File: src/rtl/spi_pkg.sv
// spi_pkg: types and defaults shared by the SPI transfer-queue slice.
//   xq_state_t : issue-controller states
//   XQ_WORD_W  : default SPI word width
package spi_pkg;

    localparam int unsigned XQ_WORD_W = 8;

    typedef enum logic [1:0] {
        XQ_IDLE,
        XQ_ISSUE,
        XQ_WAIT_DONE
    } xq_state_t;

endpackage

File: src/rtl/spi_xfer_queue_if.sv
// spi_xfer_queue_if: handshake between the transfer queue and the SPI transfer FSM.
//   fsm_start / fsm_tx_data / fsm_tx_data_valid : queue -> FSM word issue
//   fsm_busy / fsm_done / fsm_rx_data / fsm_rx_data_valid : FSM -> queue status and received word
//   modport master : queue side
//   modport slave  : FSM side
interface spi_xfer_queue_if
    import spi_pkg::*;
#(
    parameter int unsigned WORD_W = XQ_WORD_W
);
    logic              fsm_start;
    logic [WORD_W-1:0] fsm_tx_data;
    logic              fsm_tx_data_valid;
    logic              fsm_busy;
    logic              fsm_done;
    logic [WORD_W-1:0] fsm_rx_data;
    logic              fsm_rx_data_valid;

    modport master (
        output fsm_start, fsm_tx_data, fsm_tx_data_valid,
        input  fsm_busy, fsm_done, fsm_rx_data, fsm_rx_data_valid
    );

    modport slave (
        input  fsm_start, fsm_tx_data, fsm_tx_data_valid,
        output fsm_busy, fsm_done, fsm_rx_data, fsm_rx_data_valid
    );
endinterface

File: src/rtl/spi_sync_fifo.sv
// spi_sync_fifo: single-clock show-ahead FIFO used for both TX and RX queues.
//   push/wdata : write (ignored when full)
//   pop        : read  (ignored when empty)
//   rdata      : current head
//   full/empty/level : occupancy status
module spi_sync_fifo
    import spi_pkg::*;
#(
    parameter int unsigned WORD_W = XQ_WORD_W,
    parameter int unsigned DEPTH  = 4
) (
    input  logic                       clk,
    input  logic                       rst_n,
    input  logic                       push,
    input  logic                       pop,
    input  logic [WORD_W-1:0]          wdata,
    output logic [WORD_W-1:0]          rdata,
    output logic                       full,
    output logic                       empty,
    output logic [$clog2(DEPTH+1)-1:0] level
);
    localparam int unsigned AW = $clog2(DEPTH);
    localparam int unsigned LW = $clog2(DEPTH + 1);

    // One extra pointer bit distinguishes full from empty when the index bits match.
    logic [AW:0]       wr_ptr_q, rd_ptr_q;
    logic [WORD_W-1:0] mem_q [DEPTH];
    logic              do_push, do_pop;

    assign full    = (wr_ptr_q[AW] != rd_ptr_q[AW]) && (wr_ptr_q[AW-1:0] == rd_ptr_q[AW-1:0]);
    assign empty   = (wr_ptr_q == rd_ptr_q);
    assign level   = LW'(wr_ptr_q - rd_ptr_q);
    assign rdata   = mem_q[rd_ptr_q[AW-1:0]];
    assign do_push = push && !full;
    assign do_pop  = pop && !empty;

    always_ff @(posedge clk or negedge rst_n) begin
        if (!rst_n) begin
            wr_ptr_q <= '0;
            rd_ptr_q <= '0;
            for (int unsigned i = 0; i < DEPTH; i++) begin
                mem_q[i] <= '0;
            end
        end else begin
            if (do_push) begin
                mem_q[wr_ptr_q[AW-1:0]] <= wdata;
                wr_ptr_q <= wr_ptr_q + 1'b1;
            end
            if (do_pop) begin
                rd_ptr_q <= rd_ptr_q + 1'b1;
            end
        end
    end
endmodule

File: src/rtl/spi_xfer_queue.sv
// spi_xfer_queue: host word queue in front of the SPI transfer FSM.
//   Host side : spi_en, tx_wdata/tx_push/tx_full/tx_level, rx_rdata/rx_pop/rx_empty/rx_level,
//               tx_ovf, err_timeout, clr_err, xq_busy
//   FSM side  : fsm (spi_xfer_queue_if.master) start/data issue and done/rx capture
// Optional build macro SPI_XFER_QUEUE_TIMEOUT_EN adds a WAIT_DONE watchdog of TIMEOUT_CYC
// cycles; without it err_timeout is tied low and WAIT_DONE waits indefinitely.
module spi_xfer_queue
    import spi_pkg::*;
#(
    parameter int unsigned WORD_W      = XQ_WORD_W,
    parameter int unsigned DEPTH       = 4,
    parameter int unsigned TIMEOUT_CYC = 1024
) (
    input  logic                       clk,
    input  logic                       rst_n,
    input  logic                       spi_en,
    input  logic [WORD_W-1:0]          tx_wdata,
    input  logic                       tx_push,
    output logic                       tx_full,
    output logic [$clog2(DEPTH+1)-1:0] tx_level,
    output logic [WORD_W-1:0]          rx_rdata,
    input  logic                       rx_pop,
    output logic                       rx_empty,
    output logic [$clog2(DEPTH+1)-1:0] rx_level,
    output logic                       tx_ovf,
    output logic                       err_timeout,
    input  logic                       clr_err,
    output logic                       xq_busy,
    spi_xfer_queue_if.master           fsm
);
    if (DEPTH < 2 || (DEPTH & (DEPTH - 1)) != 0 || TIMEOUT_CYC < 2) begin : g_param_check
        $error("spi_xfer_queue: DEPTH must be a power of two >= 2 and TIMEOUT_CYC >= 2");
    end

    xq_state_t         state_q, state_d;
    logic              start_q, start_d;
    logic [WORD_W-1:0] tx_head, tx_hold_q;
    logic              tx_empty, rx_full;
    logic              tx_pop, capture, timeout_hit;
    logic              tx_ovf_q;

    spi_sync_fifo #(.WORD_W(WORD_W), .DEPTH(DEPTH)) u_tx_fifo (
        .clk(clk), .rst_n(rst_n), .push(tx_push), .pop(tx_pop), .wdata(tx_wdata),
        .rdata(tx_head), .full(tx_full), .empty(tx_empty), .level(tx_level)
    );

    spi_sync_fifo #(.WORD_W(WORD_W), .DEPTH(DEPTH)) u_rx_fifo (
        .clk(clk), .rst_n(rst_n), .push(capture), .pop(rx_pop), .wdata(fsm.fsm_rx_data),
        .rdata(rx_rdata), .full(rx_full), .empty(rx_empty), .level(rx_level)
    );

    assign tx_pop  = (state_q == XQ_ISSUE);
    assign capture = (state_q == XQ_WAIT_DONE) && fsm.fsm_done && fsm.fsm_rx_data_valid;
    assign xq_busy = (state_q != XQ_IDLE);

    // During ISSUE the word comes straight from the FIFO head; afterwards tx_hold keeps it
    // stable for the FSM's later load.
    assign fsm.fsm_tx_data       = (state_q == XQ_ISSUE) ? tx_head : tx_hold_q;
    assign fsm.fsm_start         = start_q;
    assign fsm.fsm_tx_data_valid = start_q;
    assign tx_ovf                = tx_ovf_q;

    always_comb begin
        state_d = state_q;
        case (state_q)
            XQ_IDLE: begin
                // Holding off on rx_full means a capture always has room.
                if (spi_en && !tx_empty && !rx_full && !fsm.fsm_busy) begin
                    state_d = XQ_ISSUE;
                end
            end
            XQ_ISSUE: state_d = XQ_WAIT_DONE;
            XQ_WAIT_DONE: begin
                if (capture || timeout_hit) begin
                    state_d = XQ_IDLE;
                end
            end
            default: state_d = XQ_IDLE;
        endcase
        start_d = (state_d == XQ_ISSUE);
    end

    always_ff @(posedge clk or negedge rst_n) begin
        if (!rst_n) begin
            state_q   <= XQ_IDLE;
            start_q   <= 1'b0;
            tx_hold_q <= '0;
            tx_ovf_q  <= 1'b0;
        end else begin
            state_q <= state_d;
            start_q <= start_d;
            if (tx_pop) begin
                tx_hold_q <= tx_head;
            end
            // A new overflow outranks a simultaneous clear.
            if (tx_push && tx_full) begin
                tx_ovf_q <= 1'b1;
            end else if (clr_err) begin
                tx_ovf_q <= 1'b0;
            end
        end
    end

`ifdef SPI_XFER_QUEUE_TIMEOUT_EN
    localparam int unsigned CW = $clog2(TIMEOUT_CYC);

    logic [CW-1:0] wd_cnt_q;
    logic          err_timeout_q;

    // A done on the final watchdog cycle is captured instead of timing out.
    assign timeout_hit = (state_q == XQ_WAIT_DONE) && !capture &&
                         (wd_cnt_q == CW'(TIMEOUT_CYC - 1));
    assign err_timeout = err_timeout_q;

    always_ff @(posedge clk or negedge rst_n) begin
        if (!rst_n) begin
            wd_cnt_q      <= '0;
            err_timeout_q <= 1'b0;
        end else begin
            if (state_q == XQ_WAIT_DONE) begin
                wd_cnt_q <= wd_cnt_q + 1'b1;
            end else begin
                wd_cnt_q <= '0;
            end
            if (timeout_hit) begin
                err_timeout_q <= 1'b1;
            end else if (clr_err) begin
                err_timeout_q <= 1'b0;
            end
        end
    end
`else
    assign timeout_hit = 1'b0;
    assign err_timeout = 1'b0;
`endif
endmodule

File: src/flat_wrapper.sv
// flat-port wrapper written by rule: the top's interface ports become plain ports
module spi_xfer_queue_flat import spi_pkg::*;
#(
    parameter int unsigned WORD_W      = XQ_WORD_W,
    parameter int unsigned DEPTH       = 4,
    parameter int unsigned TIMEOUT_CYC = 1024
)
  (clk, rst_n, spi_en, tx_wdata, tx_push, tx_full, tx_level, rx_rdata, rx_pop, rx_empty, rx_level, tx_ovf, err_timeout, clr_err, xq_busy, fsm_fsm_start, fsm_fsm_tx_data, fsm_fsm_tx_data_valid, fsm_fsm_busy, fsm_fsm_done, fsm_fsm_rx_data, fsm_fsm_rx_data_valid);
  spi_xfer_queue_if #(.WORD_W(WORD_W)) fsm_i ();
  input  logic clk;
  input  logic rst_n;
  input  logic spi_en;
  input  logic [WORD_W-1:0] tx_wdata;
  input  logic tx_push;
  output logic tx_full;
  output logic [$clog2(DEPTH+1)-1:0] tx_level;
  output logic [WORD_W-1:0] rx_rdata;
  input  logic rx_pop;
  output logic rx_empty;
  output logic [$clog2(DEPTH+1)-1:0] rx_level;
  output logic tx_ovf;
  output logic err_timeout;
  input  logic clr_err;
  output logic xq_busy;
  output wire logic [$bits(fsm_i.fsm_start)-1:0] fsm_fsm_start;
  output wire logic [$bits(fsm_i.fsm_tx_data)-1:0] fsm_fsm_tx_data;
  output wire logic [$bits(fsm_i.fsm_tx_data_valid)-1:0] fsm_fsm_tx_data_valid;
  input wire logic [$bits(fsm_i.fsm_busy)-1:0] fsm_fsm_busy;
  input wire logic [$bits(fsm_i.fsm_done)-1:0] fsm_fsm_done;
  input wire logic [$bits(fsm_i.fsm_rx_data)-1:0] fsm_fsm_rx_data;
  input wire logic [$bits(fsm_i.fsm_rx_data_valid)-1:0] fsm_fsm_rx_data_valid;
  assign fsm_fsm_start = fsm_i.fsm_start;
  assign fsm_fsm_tx_data = fsm_i.fsm_tx_data;
  assign fsm_fsm_tx_data_valid = fsm_i.fsm_tx_data_valid;
  assign fsm_i.fsm_busy = fsm_fsm_busy;
  assign fsm_i.fsm_done = fsm_fsm_done;
  assign fsm_i.fsm_rx_data = fsm_fsm_rx_data;
  assign fsm_i.fsm_rx_data_valid = fsm_fsm_rx_data_valid;
  spi_xfer_queue #(.WORD_W(WORD_W), .DEPTH(DEPTH), .TIMEOUT_CYC(TIMEOUT_CYC)) u_core (.clk(clk), .rst_n(rst_n), .spi_en(spi_en), .tx_wdata(tx_wdata), .tx_push(tx_push), .tx_full(tx_full), .tx_level(tx_level), .rx_rdata(rx_rdata), .rx_pop(rx_pop), .rx_empty(rx_empty), .rx_level(rx_level), .tx_ovf(tx_ovf), .err_timeout(err_timeout), .clr_err(clr_err), .xq_busy(xq_busy), .fsm(fsm_i));
endmodule
File: config.mk
export PLATFORM = sky130hd
export DESIGN_NAME = spi_xfer_queue_flat
export DESIGN_NICKNAME = d
export VERILOG_FILES = /design/src/rtl/spi_pkg.sv /design/src/rtl/spi_xfer_queue_if.sv /design/src/rtl/spi_sync_fifo.sv /design/src/rtl/spi_xfer_queue.sv /design/src/flat_wrapper.sv
export SDC_FILE = /design/constraint.sdc
export NUM_CORES = 1
export LEC_CHECK = 0
export ABC_AREA = 1
export CORE_MARGIN = 3
export CORE_UTILIZATION = 40
export DETAILED_ROUTE_END_ITERATION = 10
export GPL_TIMING_DRIVEN = 1
export PLACE_DENSITY_LB_ADDON = 0.2
export SYNTH_ARGS = -nofsm -noshare
export SYNTH_HDL_FRONTEND = slang
export SYNTH_HIERARCHICAL = 1
export SYNTH_SLANG_ARGS = --single-unit
File: constraint.sdc
create_clock -name clk -period 2.8 [get_ports clk]
set_clock_uncertainty 0.15 [all_clocks]
set_input_delay 0.56 -clock clk [delete_from_list [all_inputs] [get_ports clk]]
set_output_delay 0.56 -clock clk [all_outputs]
set_load 0.05 [all_outputs]
==> impl_metrics.yaml <==
status:
  status: "complete, no violations"
sta:
  max_slew_margin_pct: 64.25
  rsz0062_at_grt: "false"
  fin_crit_sh_pct: 95.03
  worst_slew_pin_slew_ns: 0.5346
  hold_violations: 0
  min_period_ns: 2.661
  setup_viol: 0
  timing.fmax_mhz: 375.8
  slew_violations: 0
  setup_tns_ns: 0
setup_path:
  worstPathRequired_ns: 2.09
  path_buf_inv: 3
  startpoint_type: "flop"
  arrival_ns: 1.95
  max_stage_delay_ns: 0.42
  path_delay_family: "adder cells"
  path_cells: "inv_1, ha_1, inv_1, fa_1, xor2_1, buf_12"
  cpMostUsedCell: "inv_1"
  r2r_slack_ns: 0.56
  crit_type: "flop to output port"
  crit_path_end_kind: "output port"
  crit_slowest_cell: "dfrtp_1"
  crit_fanout: 4
  r2r_end: "u_core/u_tx_fifo/mem_q[26]"
  worstRegToRegCells: 9
  r2r_start: "u_core/u_tx_fifo/rd_ptr_q[1]"
synthesis:
  yosys.area.top_type: "dfrtp_1"
  ys_seq_area_share_pct: 49.11
  synth_cells: 539
  synth_top_area_share_pct: 49.11
  synth_nets: 580
  synth_commonest_cells: "193 x nand2_1, 88 x dfrtp_1, 66 x nand4_1, 36 x nor2_1, 33 x o21ai_0"
  yosys_warnings: 6
  synth-async-reset-ratio_pct: 100.0
  yosysUniqueCellTypes: 22
  ys.flop_type: "dfrtp_1"
  ys_top_cells_by_area: "dfrtp_1 49%, nand2_1 16%, nand4_1 9.2%"
  syn_avg_cell_area_um2: 8.320
  synth_area_um2: 4484
  ys_seq_elements: 88
  yosysMostFrequentCell: "nand2_1"
  synth_edf_count: 0
place:
  dp_hpwl_mm: 7.651
  io_buffers: 52
  gp_congestion: 0.8366
min_path:
  worstHoldStart: "u_core/u_tx_fifo/mem_q[11]"
  min-delay-path-class: "flop to flop"
  holdPathEnd: "u_core/u_tx_fifo/mem_q[11]"
  hold_path_depth: 2
power_and_ir_drop:
  intPower_uw: 4332
  power_frac_comb_pct: 59.8
  switchingPower_uw: 3859
  swShare_pct: 47.11
  power_density_nw_per_um2: 1478
  clockPowerShare_pct: 12.7
  ir_drop_mv: 1.036
  p_leak_uw: 0.002783
  seqPwrFrac_pct: 27.4
job:
  max_cap_violations: 0
global_routing:
  grt.total_usage_pct: 17.76
  grt_max_degree: 50
  antenna_found_initial: 0
  grt_pass1_wl_mm: 18.06
  grt_overflow: 0
  grt_pass1_vias: 3624
detailed_routing:
  postRouteAntennaNets: 0
  drt-total-wl_mm: 10.74
  vias_per_cell: 5.265
  drtPass1Iterations: 5
  route.vias.total: 3812
  drt_iter0_drc: 269
  wl_per_cell_um: 14.83
  drc: 0
die:
  core-area_um2: 10890
  die_h_um: 111.9
  ioPinCount: 54
  initial_utilization_pct: 41.19
  rows: 38
  die_area_um2: 12520
  die_w_um: 111.9
final_layout:
  drive_gt1_share_pct: 11.64
  nets: 621
  area_delta_synth_final_pct: 23.58
  final_util_pct: 50.90
  insertedDiodeCount: 0
  fillerInstances: 1063
cts:
  cts_setup_buffers: 0
  clockBufferDepth: 2
  cts_max_level: 3
  numCtsBuffers: 9
  cts_root_buffer: "clkbuf_8"
  clkSinkCount: 88
  path_clk_slew_ns: 0.09
  worst_skew_pair.late_latency_ns: 0.36
  cts_tree: "yes"
==> metal layers <==
metal	vias to the layer above	wire length (µm)	GRT usage, %
met5	-	0	0
met4	0	182	5.758
met3	16	456	3.587
met2	101	5258	28.94
met1	1814	4839	23.83
li1	1881	-	-
==> flip-flops by register name, summed over array words and instances, names as in the netlist <==
signal / cells
u_core/u_tx_fifo/wr_ptr_q: 3
u_core/tx_ovf: 1
u_core/u_tx_fifo/rd_ptr_q: 3
u_core/fsm.fsm_start: 1
u_core/u_tx_fifo/mem_q: 32
u_core/u_rx_fifo/rd_ptr_q: 3
u_core/state_q: 2
u_core/tx_hold_q: 8
u_core/u_rx_fifo/wr_ptr_q: 3
u_core/u_rx_fifo/mem_q: 32
==> power groups by stage <==
stage                     clock (µW)  combinational (µW)  sequential [µW]
after floorplan                    0                3150             2150
after global placement             0                4850             2240
final                           1040                4900             2250
after global routing            1120                5310             2320
after CTS                       1070                4910             2230
after detailed placement           0                4900             2250
==> how the worst max path moves through the flow <==
| stage | from | end | cells after the start |
|---|---|---|---|
| after detailed placement | u_core/u_rx_fifo/rd_ptr_q[1] | rx_level[2] | 4 |
| after CTS | u_core/u_rx_fifo/rd_ptr_q[1] | rx_level[2] | 4 |
| after global placement | fsm_fsm_rx_data_valid | u_core/u_rx_fifo/mem_q[13] | 7 |
| after global routing | u_core/u_tx_fifo/rd_ptr_q[0] | fsm_fsm_tx_data[6] | 7 |
| final | u_core/u_tx_fifo/wr_ptr_q[0] | tx_level[2] | 6 |
| after floorplan | u_core/u_rx_fifo/rd_ptr_q[1] | rx_level[2] | 4 |
==> cell families after synthesis <==
kind of cell    count (synthesis)  share of synthesized area [%]
simple gates                  321                          32.62
xor+xnor                        4                         0.7812
fa+ha+maj                      16                          4.799
flops                          88                          49.11
buf+inv                        60                          6.696
other cells                     1                        0.08363
compound gates                 49                          5.915
==> worst min-delay path, stage by stage (launching register included) <==
cell	delay [ns]
dfrtp_1	0.35
nand2_1	0.05
nand2_1	0.05
==> repair_timing <==
item	CTS	global route
hold endpoints to repair	19	0
resized for setup	0	3
hold buffers	1	0
endpoints found under the setup margin	0	4
==> cells in the final DEF, fill, tap and decap left out, drive strengths merged <==
cell type,count
dlygate4sd3,1
clkinv,1
nand4,66
nand2,196
o21ai,33
buf,36
nor2,37
nor3,1
bufinv,3
dfrtp,88
fa,2
ha,14
xor2,4
clkdlybuf4s50,27
nand3,21
clkbuf,10
inv,27
conb,1
o22ai,16
==> per-stage QoR <==
step / hold slack (ns) / std cells / total power [µW] / area [µm²] / setup WS (ns)
final: 0.3272 / 724 / 8191 / 5542 / 0.1392
after global routing: 0.3551 / 724 / 8744 / 5542 / 0.003812
after CTS: 0.3278 / 724 / 8222 / 5532 / 0.01887
after detailed placement: 0.3059 / 708 / 7156 / 5290 / 0.4505
after global placement: 0.3005 / 708 / 7091 / 5290 / 0.4786
after floorplan: 0.1144 / 539 / 5306 / 4484 / 0.1930
==> cell type report <==
cell class	count	area (µm²)	area share (%)
tap	140	175.2	3.161
sequential	88	2205	39.78
inverter	26	97.59	1.761
clock inverter	5	103.9	1.874
clock buffer	10	127.6	2.303
timing repair buffer	64	838.3	15.13
multi-input combinational	391	1994	35.99
Note: power is estimated with default switching activity, not from simulation.
==> RTL edit 1 (same settings) <==
Re-encode `xq_state_t` (3 states) as one-hot, 3 bits wide.
--- a/src/rtl/spi_pkg.sv
+++ b/src/rtl/spi_pkg.sv
@@ -5,10 +5,10 @@
 
     localparam int unsigned XQ_WORD_W = 8;
 
-    typedef enum logic [1:0] {
-        XQ_IDLE,
-        XQ_ISSUE,
-        XQ_WAIT_DONE
+    typedef enum logic [2:0] {
+        XQ_IDLE      = 3'b001,
+        XQ_ISSUE     = 3'b010,
+        XQ_WAIT_DONE = 3'b100
     } xq_state_t;
 
 endpackage
Check against the original RTL: same outputs for any inputs over 10 cycles, from zero or initial values and one cycle with rst_n low; not proved beyond that.
==> RTL edit 1 against the unedited design <==
Sequential cell count increased by 1; setup slack improved by 0.011 ns; die area is 1.5% higher; power down 17%; design area grew 2.1%; synthesized area increased by 1.5%; routed wire length rose by 1.1%; cell count grew 0.69%; non-clock buffer count did not move; critical endpoint is now rx_level[2].
==> RTL edit 1: results (changes against the unedited design) <==
* Unique masters post-synth: 25 (was 22)
- Result of the run: finished, final reports clean (unchanged).
* VDD IR-drop max: 0.000908 V (was 0.00104 V)
- The synthesized-area fraction occupied by adder cells is 4.73% (was 4.80%).
* Path type of the worst min-delay path: in2async (was reg2reg)
- The global routing usage on met3 was 3.69% (was 3.59%).
* Largest net degree at the start of global routing: 50 (unchanged)
* Biggest area contributors in the synthesized netlist: sky130_fd_sc_hd__dfrtp_1 48%, sky130_fd_sc_hd__nand2_1 16%, sky130_fd_sc_hd__nand4_1 9.1% (was sky130_fd_sc_hd__dfrtp_1 49%, sky130_fd_sc_hd__nand2_1 16%, sky130_fd_sc_hd__nand4_1 9.2%)
* Routed wire length: 10900 µm (was 10700 µm)
- Compound-cell area share of the yosys netlist: 5.83% (was 5.92%)
- The final weighted congestion of routability-driven global placement came to 0.825 (was 0.837).
- Final-layout fill cell count: 1016 (was 1063)
- Clock tree root buffer cell: sky130_fd_sc_hd__clkbuf_16 (was sky130_fd_sc_hd__clkbuf_8)
- HPWL reported at the end of detailed placement: 7650 µm (about the same)
* Worst-path clk slew: 0.06 ns (was 0.09 ns)
* Share of final-layout standard cells stronger than drive strength 1: 12.2% (was 11.6%)
* Standby leakage power: 2.85 nW (was 2.78 nW)
* DR iter-0 viols: 288 (was 269)
* Post-synth top cells: 192 x sky130_fd_sc_hd__nand2_1, 88 x sky130_fd_sc_hd__dfrtp_1, 66 x sky130_fd_sc_hd__nand4_1 (was 193 x sky130_fd_sc_hd__nand2_1, 88 x sky130_fd_sc_hd__dfrtp_1, 66 x sky130_fd_sc_hd__nand4_1)
* Transition time of the tightest slew-check pin: 0.618 ns (was 0.535 ns)
- Drt first pass iters: 6 (was 5)
- Skew-Pair Late Insertion Delay: 0.34 ns (was 0.36 ns)
* Via density per instance: 5.33 (was 5.27)
* Met1 track demand over resource: 23.5% (was 23.8%)
* # H-tree levels: 3 (unchanged)
* First-pass GRT wire length: 18500 µm (was 18100 µm)
- The part of the Yosys area used for sequential elements came to 48.9% (was 49.1%).
- The critical-path maximum fanout came to 11 (was 4).
* Share of the synthesized netlist area taken by xor and xnor gates: 0.769% (was 0.781%)
* Net count after synthesis: 584 (was 580)
* Pre-CTS WS: 0.500 ns (was 0.450 ns)
* Synth warnings: 6 (unchanged)
- The layout net count came to 625 (was 621).
- Vias in the first global route: 3854 (was 3624)
- Combined global-route utilization of all metal layers: 17.5% (was 17.8%)
==> RTL edit 1: cell count changes after synthesis, sizes merged <==
cell / delta
nor3: -1
dfstp: +1
nand2: -1
inv: +1
nand3b: +1
nand3: +1
nor2: +2
==> RTL edit 1: per-layer routing <==
metal  wire (µm)  vias up
met1        4850     1880
met3         580       11
li1            -     1893
met5           0        -
met4         142        0
met2        5280      105
==> RTL edit 1: worst paths after layout <==
kind,from,to,slack (ns),depth (start not counted)
min in group clk,u_core/u_tx_fifo/mem_q[9],u_core/u_tx_fifo/mem_q[9],0.32,2
worst max register to register,u_core/u_rx_fifo/rd_ptr_q[1],u_core/u_rx_fifo/mem_q[16],0.56,8
worst min-delay path,rst_n,u_core/u_rx_fifo/rd_ptr_q[0],0.09,1
worst max-delay path,u_core/u_rx_fifo/rd_ptr_q[1],rx_level[2],0.15,4
max in group asynchronous,rst_n,u_core/u_tx_fifo/mem_q[19],1.65,2
worst min register to register,u_core/u_tx_fifo/mem_q[9],u_core/u_tx_fifo/mem_q[9],0.32,2
==> RTL edit 1: final cells by class <==
| cell class | count | share of cell area [%] |
|---|---|---|
| Inverter | 27 | 1.84 |
| Multi-Input combinational cell | 393 | 35.7 |
| Timing Repair Buffer | 64 | 14.6 |
| Sequential cell | 89 | 39.4 |
| Tap cell | 140 | 3.10 |
| Clock buffer | 9 | 3.98 |
| Clock inverter | 7 | 1.39 |
==> RTL edit 1: power by group <==
group,total (mW),leakage (nW),internal (mW),switching (mW)
registers,1.89,1.17,1.64,0.248
clock network,1.22,0.139,0.699,0.522
logic,3.72,1.54,1.44,2.28
total,6.83,2.85,3.78,3.05
==> RTL edit 1: metrics by stage <==
stage | utilization, % | instances | cell area (µm²) | total power, mW
finish | 51.5 | 729 | 5660 | 6.83
CTS | 51.5 | 729 | 5660 | 6.88
global placement | 48.7 | 713 | 5350 | 5.58
floorplan | - | 543 | 4550 | 4.25
detailed placement | 48.7 | 713 | 5350 | 5.63
global route | 51.5 | 729 | 5660 | 7.25
==> RTL edit 1: worst max-delay path, cell delays in order, from the launching register on <==
cell and delay, ns:
sky130_fd_sc_hd__dfrtp_1 0.51, sky130_fd_sc_hd__inv_1 0.23, sky130_fd_sc_hd__fa_1 0.44, sky130_fd_sc_hd__xor2_1 0.25
sky130_fd_sc_hd__buf_12 0.17
==> RTL edit 1: kinds of logic (layout without fill, tap and decap cells) <==
kind of cell | Yosys count | after routing
XOR/XNOR | 4 | 4
AO/OA/AOI/OAI | 49 | 49
AND/OR/NAND/NOR | 323 | 323
adder cells (fa/ha/maj) | 16 | 16
flip-flops | 89 | 89
buffers and inverters | 61 | 107
other | 1 | 1
==> RTL edit 2 (same settings) <==
Made on the original files. Build with the macro `SPI_XFER_QUEUE_TIMEOUT_EN` defined.
--- a/src/rtl/spi_xfer_queue.sv
+++ b/src/rtl/spi_xfer_queue.sv
@@ -4,6 +4,8 @@
 //   FSM side  : fsm (spi_xfer_queue_if.master) start/data issue and done/rx capture
 // Optional build macro SPI_XFER_QUEUE_TIMEOUT_EN adds a WAIT_DONE watchdog of TIMEOUT_CYC
 // cycles; without it err_timeout is tied low and WAIT_DONE waits indefinitely.
+`define SPI_XFER_QUEUE_TIMEOUT_EN
+
 module spi_xfer_queue
     import spi_pkg::*;
 #(
Formal check against the unedited RTL: no difference found for any inputs over 10 cycles, from zero or initial values and one cycle with rst_n low; that may be too few to reach the edited logic, so the function may still have changed.
==> RTL edit 2 against the unedited design <==
Non-clock buffer count rose by 1; core utilization is 0.34 points lower; global-route usage is 0.38 points lower; clock power increased by 21%; sequential share of layout area grew 0.69 points; worst hold slack got worse by 0.26 ns; sequential cell count grew 11; synthesized area grew 12%; power grew 3.8%; via count rose by 11%; setup slack got worse by 0.016 ns; routed wire length up 9.9%; design area rose by 10%.
==> RTL edit 2: results (changes against the unedited design) <==
- DR iter-0 viols: 427 (was 269)
* First-pass GRT wire length: 19800 µm (was 18100 µm)
* Weighted congestion reported at the end of routability-driven placement: 0.841 (was 0.837)
- Crit Path Max Fanout: 4 (unchanged)
- The worst-case clock buffer depth was 2 (unchanged).
* Power share of the clock group: 14.8% (was 12.7%)
- Vias in the first global route: 4011 (was 3624)
* Via count of the routed design: 4244 (was 3812)
- The part of the Yosys area used for sequential elements is 49.5% (was 49.1%).
- The sequential logic power was 2.45 mW (was 2.25 mW).
- The global routing usage on met1 was 23.2% (was 23.8%).
- The cell at the root of the clock tree was sky130_fd_sc_hd__clkbuf_16 (was sky130_fd_sc_hd__clkbuf_8).
* Max-slew headroom: 58.5% (was 64.2%)
- The layout net count was 685 (was 621).
* Count of input and output buffers: 53 (was 52)
* Path type of the worst min-delay path: in2async (was reg2reg)
- VDD IR-drop max: 0.000938 V (was 0.00104 V)
- Routed wire length: 11800 µm (was 10700 µm)
- Final-layout fill cell count: 1153 (was 1063)
* Switching power: 3.99 mW (was 3.86 mW)
- Largest net degree at the start of global routing: 55 (was 50)
- The clock edge transition at the registers on the reported setup and hold paths came to 0.07 ns (was 0.09 ns).
* Biggest area contributors in the synthesized netlist: sky130_fd_sc_hd__dfrtp_1 49%, sky130_fd_sc_hd__nand2_1 16%, sky130_fd_sc_hd__nand4_1 8.2% (was sky130_fd_sc_hd__dfrtp_1 49%, sky130_fd_sc_hd__nand2_1 16%, sky130_fd_sc_hd__nand4_1 9.2%)
- Standby leakage power: 3.02 nW (was 2.78 nW)
* CP arrival: 1.97 ns (was 1.95 ns)
- Drt first pass iters: 5 (unchanged)
* Combinational group share of total power: 56.3% (was 59.8%)
- The routing usage on met2 is 28.2% (was 28.9%).
* Combined global-route utilization of all metal layers: 17.4% (was 17.8%)
- Met3 Use GR: 4.42% (was 3.59%)
* Post-synth top cells: 207 x sky130_fd_sc_hd__nand2_1, 99 x sky130_fd_sc_hd__dfrtp_1, 66 x sky130_fd_sc_hd__nand4_1 (was 193 x sky130_fd_sc_hd__nand2_1, 88 x sky130_fd_sc_hd__dfrtp_1, 66 x sky130_fd_sc_hd__nand4_1)
* Skew-Pair Late Insertion Delay: 0.35 ns
- The distinct cell type count of the synthesized netlist came to 27 (was 22).
* HPWL reported at the end of detailed placement: 8500 µm (was 7650 µm)
- Result of the run: finished, final reports clean (unchanged)
- Net count after synthesis: 642 (was 580)
* Biggest regs: u_core/u_rx_fifo/mem_q (32), u_core/u_tx_fifo/mem_q (32), u_core/wd_cnt_q (10) (was u_core/u_rx_fifo/mem_q (32), u_core/u_tx_fifo/mem_q (32), u_core/tx_hold_q (8))
* Share of final-layout standard cells stronger than drive strength 1: 11.7% (was 11.6%)
- The first element of the critical path is u_core/u_rx_fifo/wr_ptr_q[0] (was u_core/u_tx_fifo/wr_ptr_q[0]).
-- RTL edit 2: changes by cell type after synthesis, sizes merged, moves of 2 or more --
cell,change
buf,-2
nor4,+2
nand2,+15
nor2,+12
inv,+8
a21oi,+5
dfrtp,+11
nand3,+5
o21ai,+3
-- RTL edit 2: final cells by class --
type / instances / area share [%]
inverter: 34 / 2.08
timing repair buffer: 65 / 13.0
clock inverter: 7 / 1.23
tap: 168 / 3.43
sequential: 99 / 40.5
multi-input combinational: 434 / 36.1
clock buffer: 9 / 3.68
-- RTL edit 2: worst max-delay path: stages, from the launching register on --
cell and delay, ns:
sky130_fd_sc_hd__dfrtp_1 0.42, sky130_fd_sc_hd__inv_1 0.18, sky130_fd_sc_hd__ha_1 0.17, sky130_fd_sc_hd__inv_1 0.04, sky130_fd_sc_hd__fa_1 0.37, sky130_fd_sc_hd__xor2_1 0.26, sky130_fd_sc_hd__buf_12 0.17
-- RTL edit 2: per-layer routing --
layer  vias to the layer above  part of all wire [%]
met5                         -                     0
met4                         0                  0.87
met3                        11                   5.4
met2                       130                    48
met1                      2020                    45
li1                       2083                     -
-- RTL edit 2: final timing paths --
kind                                                endpoint  slack [ns]  depth (start not counted)
worst max-delay path                             rx_level[2]        0.12                          6
worst min register to register    u_core/u_tx_fifo/mem_q[13]        0.32                          2
worst min-delay path            u_core/u_rx_fifo/rd_ptr_q[0]        0.07                          1
min in group clk                  u_core/u_tx_fifo/mem_q[13]        0.32                          2
worst max register to register     u_core/u_tx_fifo/mem_q[9]        0.53                          9
max in group asynchronous          u_core/u_tx_fifo/mem_q[0]        1.73                          2
-- RTL edit 2: cell families (layout without fill, tap and decap cells) --
kind of cell | after synthesis | in the layout | share of synthesized area [%]
buffers and inverters | 67 | 115 | 6.42
adder cells (fa/ha/maj) | 17 | 17 | 4.55
AO/OA/AOI/OAI | 58 | 58 | 6.35
AND/OR/NAND/NOR | 355 | 355 | 32.5
flip-flops | 99 | 99 | 49.5
XOR/XNOR | 4 | 4 | 0.700
-- RTL edit 2: what timing repair did --
action	in CTS	in global routing
setup endpoints to repair	0	2
setup buffers	0	0
resized for setup	0	1
hold buffers	0	0
-- RTL edit 2: per-stage QoR --
stage / area (µm²) / worst slack, ns / utilization (%) / instances
6_report: 6120 / 0.123 / 50.6 / 816
5_1_grt: 6120 / 0.0111 / 50.6 / 816
4_1_cts: 6120 / 0.0336 / 50.5 / 816
3_5_place_dp: 5820 / 0.400 / 48.1 / 800
3_3_place_gp: 5820 / 0.436 / 48.1 / 800
2_1_floorplan: 5010 / 0.193 / - / 600
